### config.mk
export PLATFORM = sky130hd
export DESIGN_NAME = scgra_run_ctrl
export DESIGN_NICKNAME = d
export VERILOG_FILES = /design/src/rtl/scgra_ctrl_pkg.sv /design/src/rtl/scgra_perf_counter.sv /design/src/rtl/scgra_run_ctrl.sv
export SDC_FILE = /design/constraint.sdc
export NUM_CORES = 1
export LEC_CHECK = 0
export BUFFER_PORTS_ARGS = -buffer_cell sky130_fd_sc_hd__buf_2
export CORE_AREA = 2 2 104 56
export CTS_BUF_LIST = sky130_fd_sc_hd__clkbuf_16
export CTS_CLUSTER_SIZE = 30
export DETAILED_ROUTE_END_ITERATION = 8
export DIE_AREA = 0 0 106 58
export GPL_TIMING_DRIVEN = 0
export PLACE_DENSITY = 0.8
export SYNTH_ARGS = -nofsm -noshare
export SYNTH_HDL_FRONTEND = slang
export SYNTH_SLANG_ARGS = --single-unit
### constraint.sdc
create_clock -name Clk -period 3.8 [get_ports Clk]
set_clock_uncertainty 0.1 [all_clocks]
set_input_delay 0.95 -clock Clk [delete_from_list [all_inputs] [get_ports Clk]]
set_output_delay 0.95 -clock Clk [all_outputs]
set_load 0.01 [all_outputs]
### src/rtl/scgra_ctrl_pkg.sv
// Shared types and defaults for the SCGRA run controller.
package scgra_ctrl_pkg;

  localparam int DEF_IADDR_WIDTH  = 10;
  localparam int DEF_FILL_CYCLES  = 2;
  localparam int DEF_DRAIN_CYCLES = 4;

  // Buffer-port mux select encodings
  localparam logic BUF_SEL_HOST = 1'b0;
  localparam logic BUF_SEL_PE   = 1'b1;

  typedef enum logic [2:0] {
    IDLE  = 3'd0,
    FILL  = 3'd1,
    RUN   = 3'd2,
    DRAIN = 3'd3,
    DONE  = 3'd4
  } run_state_e;

endpackage

### src/rtl/scgra_perf_counter.sv
// Saturating 32-bit run-length performance counter.
module scgra_perf_counter (
  input  logic        gclk,
  input  logic        grst_n,
  input  logic        clr,
  input  logic        inc,
  output logic [31:0] cnt
);

  // Clear wins over increment; hold at all-ones once reached
  always_ff @(posedge gclk or negedge grst_n) begin
    if (!grst_n)                cnt <= '0;
    else if (clr)               cnt <= '0;
    else if (inc && cnt != '1)  cnt <= cnt + 32'd1;
  end

endmodule

### src/rtl/scgra_run_ctrl.sv
// Run controller and buffer-port arbiter for the 5x5 SCGRA torus.
// Optional feature: define SCGRA_PERF_CNT_EN to build the run-cycle counter.
module scgra_run_ctrl
  import scgra_ctrl_pkg::*;
#(
  parameter int IADDR_WIDTH  = DEF_IADDR_WIDTH,
  parameter int FILL_CYCLES  = DEF_FILL_CYCLES,
  parameter int DRAIN_CYCLES = DEF_DRAIN_CYCLES
) (
  input  logic                   Clk,
  input  logic                   Resetn,
  input  logic                   Start,
  input  logic                   Abort,
  input  logic [IADDR_WIDTH-1:0] Run_Len,
  input  logic                   Host_Req,
  output logic                   Host_Gnt,
  output logic                   Buf_Sel,
  output logic [IADDR_WIDTH-1:0] Inst_Addr,
  output logic                   PE_Array_Busy,
  output logic                   Busy,
  output logic                   Done,
  output logic                   Aborted,
  output logic [31:0]            Run_Cycles
);

  run_state_e             state, state_nxt;
  logic [IADDR_WIDTH-1:0] ph_cnt;     // cycles spent in the current state
  logic [IADDR_WIDTH-1:0] run_len_q;
  logic [IADDR_WIDTH-1:0] run_last;
  logic                   start_acc;
  logic                   abort_acc;

  assign start_acc = Start && (state == IDLE);
  assign abort_acc = Abort && (state inside {FILL, RUN});
  assign run_last  = run_len_q - IADDR_WIDTH'(1);

  // Host owns the ports only while idle; a same-cycle Start takes them away
  assign Host_Gnt = Host_Req && (state == IDLE) && !Start;

  // State register
  always_ff @(posedge Clk or negedge Resetn) begin
    if (!Resetn) state <= IDLE;
    else         state <= state_nxt;
  end

  // Next-state: phase lengths come from ph_cnt; Abort short-cuts to DRAIN
  always_comb begin
    state_nxt = state;
    unique case (state)
      IDLE:  if (Start) state_nxt = (Run_Len == '0) ? DONE : FILL;
      FILL:  if (Abort)                                         state_nxt = DRAIN;
             else if (ph_cnt == IADDR_WIDTH'(FILL_CYCLES - 1))  state_nxt = RUN;
      RUN:   if (Abort)                                         state_nxt = DRAIN;
             else if (ph_cnt == run_last)                       state_nxt = DRAIN;
      DRAIN: if (ph_cnt == IADDR_WIDTH'(DRAIN_CYCLES - 1))      state_nxt = DONE;
      DONE:  state_nxt = IDLE;
      default: state_nxt = IDLE;
    endcase
  end

  // Phase counter, run length latch and instruction address
  always_ff @(posedge Clk or negedge Resetn) begin
    if (!Resetn) begin
      ph_cnt    <= '0;
      run_len_q <= '0;
      Inst_Addr <= '0;
    end else begin
      if (state_nxt != state || state == IDLE) ph_cnt <= '0;
      else                                      ph_cnt <= ph_cnt + IADDR_WIDTH'(1);
      if (start_acc) run_len_q <= Run_Len;
      // Address advances through FILL/RUN and parks on the last instruction
      if (state_nxt == IDLE)
        Inst_Addr <= '0;
      else if ((state inside {FILL, RUN}) && Inst_Addr != run_last)
        Inst_Addr <= Inst_Addr + IADDR_WIDTH'(1);
    end
  end

  // Registered status outputs decoded from the upcoming state
  always_ff @(posedge Clk or negedge Resetn) begin
    if (!Resetn) begin
      PE_Array_Busy <= 1'b0;
      Busy          <= 1'b0;
      Done          <= 1'b0;
      Buf_Sel       <= BUF_SEL_HOST;
      Aborted       <= 1'b0;
    end else begin
      PE_Array_Busy <= (state_nxt == RUN);
      Busy          <= (state_nxt != IDLE);
      Done          <= (state_nxt == DONE);
      Buf_Sel       <= (state_nxt inside {FILL, RUN, DRAIN}) ? BUF_SEL_PE : BUF_SEL_HOST;
      if (start_acc)      Aborted <= 1'b0;
      else if (abort_acc) Aborted <= 1'b1;
    end
  end

`ifdef SCGRA_PERF_CNT_EN
  // Busy already spans FILL..DONE, so the count freezes naturally in IDLE
  scgra_perf_counter u_perf (
    .gclk   (Clk),
    .grst_n (Resetn),
    .clr    (start_acc),
    .inc    (Busy),
    .cnt    (Run_Cycles)
  );
`else
  assign Run_Cycles = '0;
`endif

endmodule

==> qor.txt <==
status = finished clean
dpl cells = 436
area share of the largest cell type after synthesis = 35.0%
Post-Route WL = 6540 microns
clk root buf = clkbuf_16
Design Area, Final = 3200 sq um
Max Clk Rate = 0.310 GHz
post-CTS setup buffers = 0
Placed Area = 3070 sq um
synthesized cell area = 2710 sq um
PwrDens = 723 nW/um^2
htree depth = 2
Final Hold Viols = 0
initial drt markers = 268
global route overflow = 0
Core Region = 5250 sq um
routed vias = 2326
die height = 58 microns
Main synth FF type = dfrtp_1
number of distinct library cells after synthesis = 54
Die ar. = 6150 sq um
Util after Layout = 61.0%
# resized after CTS = 0
min-delay src = Aborted
Setup Viol. Count Final = 0
Arr. time, crit path = 3.34 ns
final std cells w/o fill = 443
DRC Markers = 0
first-pass GRT wire length = 10400 microns
Leakage Power = 1.45 nW
WS Path Type = register to register
FF+latch count, synth = 38
clock buffer depth = 2
Top delay family on crit path = simple AND/OR/NAND/NOR gates
num ports = 63
first drt pass iteration count = 4
area delta synth->final = 18.1%
Post-synth EDFFs = 0
Post-synth top cells = dfrtp_1, buf_4, nor2_1, xnor2_1, nand3_1
count leader, synth = dfrtp_1
clock sinks = 38
share of cells above drive strength 1 = 26.2%
CP Buf/Inv Count = 2
part of the cycle the worst path needs = 84.9%
Synth area leader = dfrtp_1
DP Wirelength = 4890 microns
diode count = 0
CP Cell Sequence = buf_6 -> inv_1 -> ha_1 -> or4b_1 -> nor4_1 -> xnor2_1 -> nor4b_1 -> a31o_4 -> or4_1 -> a21oi_2
CP max-delay cell = or4b_1
CTS tree = built
Post-CTS Hold Buffers = 0
port bufs = 30
syn_area_per_cell = 8.99 sq um
Rows = 19
initial antenna violation count = 0
post-route total power = 2.32 mW
synth top area cells = dfrtp_1, buf_4, xnor2_1
Worst setup SP type = register
WL/cell = 14.8 microns
Via density = 5.25
Crit path largest cell delay = 0.54 ns
RePlAce Congestion = 0.948
Antenna Nets Post-Route = 0
Worst Setup Slack, final = 0.572 ns
setup_tns = 0 ns
Worst Setup End Kind = register
Relative slew margins = 34.8%
Slew Limit Fails = 0
count of mapped cells out of synthesis = 302
path type of the worst min-delay path = register to register
Worst-Margin Slew = 0.970 ns
largest net degree at the start of global routing = 39
Tmin final = 3.23 ns
CP Launch Point = run_len_q[0]
Die X = 106 microns
clock buffer count from CTS = 5
Worst EP required = 3.91 ns
sequential fraction of the synthesis area = 35.0%
Crit Path Max Fanout = 9
Initial Utilization = 51.7%
worst r2r src = run_len_q[0]
Max Cap Violations = 0
async set or reset register ratio after synthesis = 100%
pre-CTS setup slack = 0.656 ns
vias in the first global route = 2044
GR Util All Layers = 22.3%
Fin Hold WS = 0.452 ns
Synth warnings = 0
Worst-Skew Late Latency = 0.28 ns
unrepaired setup endpoints after global routing = no
final net count = 389
VDD IR-drop max = 0.337 mV
Worst-path clk slew = 0.06 ns
==> path summary, 6_finish.rpt <==
path | slack (ns) | endpoint | depth (start not counted)
min in group asynchronous | 0.68 | Aborted | 1
hold reg to reg | 0.45 | Aborted | 2
max in group asynchronous | 2.39 | Inst_Addr[0] | 1
setup reg to reg | 0.57 | Inst_Addr[8] | 10
hold / removal | 0.45 | Aborted | 2
setup / recovery | 0.57 | Inst_Addr[8] | 10
==> where the power goes <==
part	internal [mW]	switching [mW]	total, mW
registers	0.522	0.113	0.635
logic	0.538	0.756	1.29
clock network	0.234	0.152	0.387
==> layout make-up <==
class	instances	area, sq um
fill	464	2050
multi-input combinational	234	1510
sequential	38	951
buffer	49	328
timing repair buffer	30	150
clock buffer	5	125
tap	73	91.3
inverter	12	45.0
clock inverter	2	7.51
==> placed cells by master (no fill, tap or decap), types with 4 or more instances in the layout <==
cell	Yosys	final
a21oi_2	7	7
conb_1	1	32
xor2_1	11	11
xnor2_1	20	20
clkbuf_1	11	11
nor2_1	21	21
inv_1	11	13
or3_1	11	11
nand2b_1	4	4
nor2b_1	4	4
a21oi_1	8	8
ha_1	4	4
mux2_2	7	7
nand3_1	15	15
clkbuf_16	0	5
a31oi_1	5	5
a22oi_1	4	4
and3_1	5	5
dfrtp_1	38	38
nand4_1	5	5
o21ai_1	6	6
buf_4	32	32
buf_2	4	34
o21ai_0	8	8
nor3_1	4	4
nand2_1	9	9
nor4_1	8	8
==> routing by layer <==
layer / wire (microns) / track usage [%] / up-vias
met4: 59 / 6.39 / 0
met2: 2570 / 30.0 / 119
met5: 0 / 0 / -
li1: - / - / 1138
met3: 832 / 6.41 / 10
met1: 3080 / 34.5 / 1059
==> registers in the layout, summed over array words and instances, names as in the netlist <==
register	count
Aborted	1
Inst_Addr	10
run_len_q	10
Buf_Sel	1
Busy	1
Done	1
state	3
PE_Array_Busy	1
ph_cnt	10
==> worst min-delay path: stages, from the launching register on <==
cell and delay [ns]:
dfrtp_1 0.39, nand2_1 0.06, a2bb2oi_1 0.06
==> cells by family (layout without fill, tap and decap cells) <==
group	after synthesis	count (layout)	synth area share, %
buf+inv	61	98	13.7
mux	9	9	3.83
xor+xnor	31	31	10.0
simple gates	102	102	21.0
compound gates	56	56	14.4
other cells	1	32	0.138
flops	38	38	35.0
fa+ha+maj	4	4	1.84
Power figures use the tool's default switching activity.
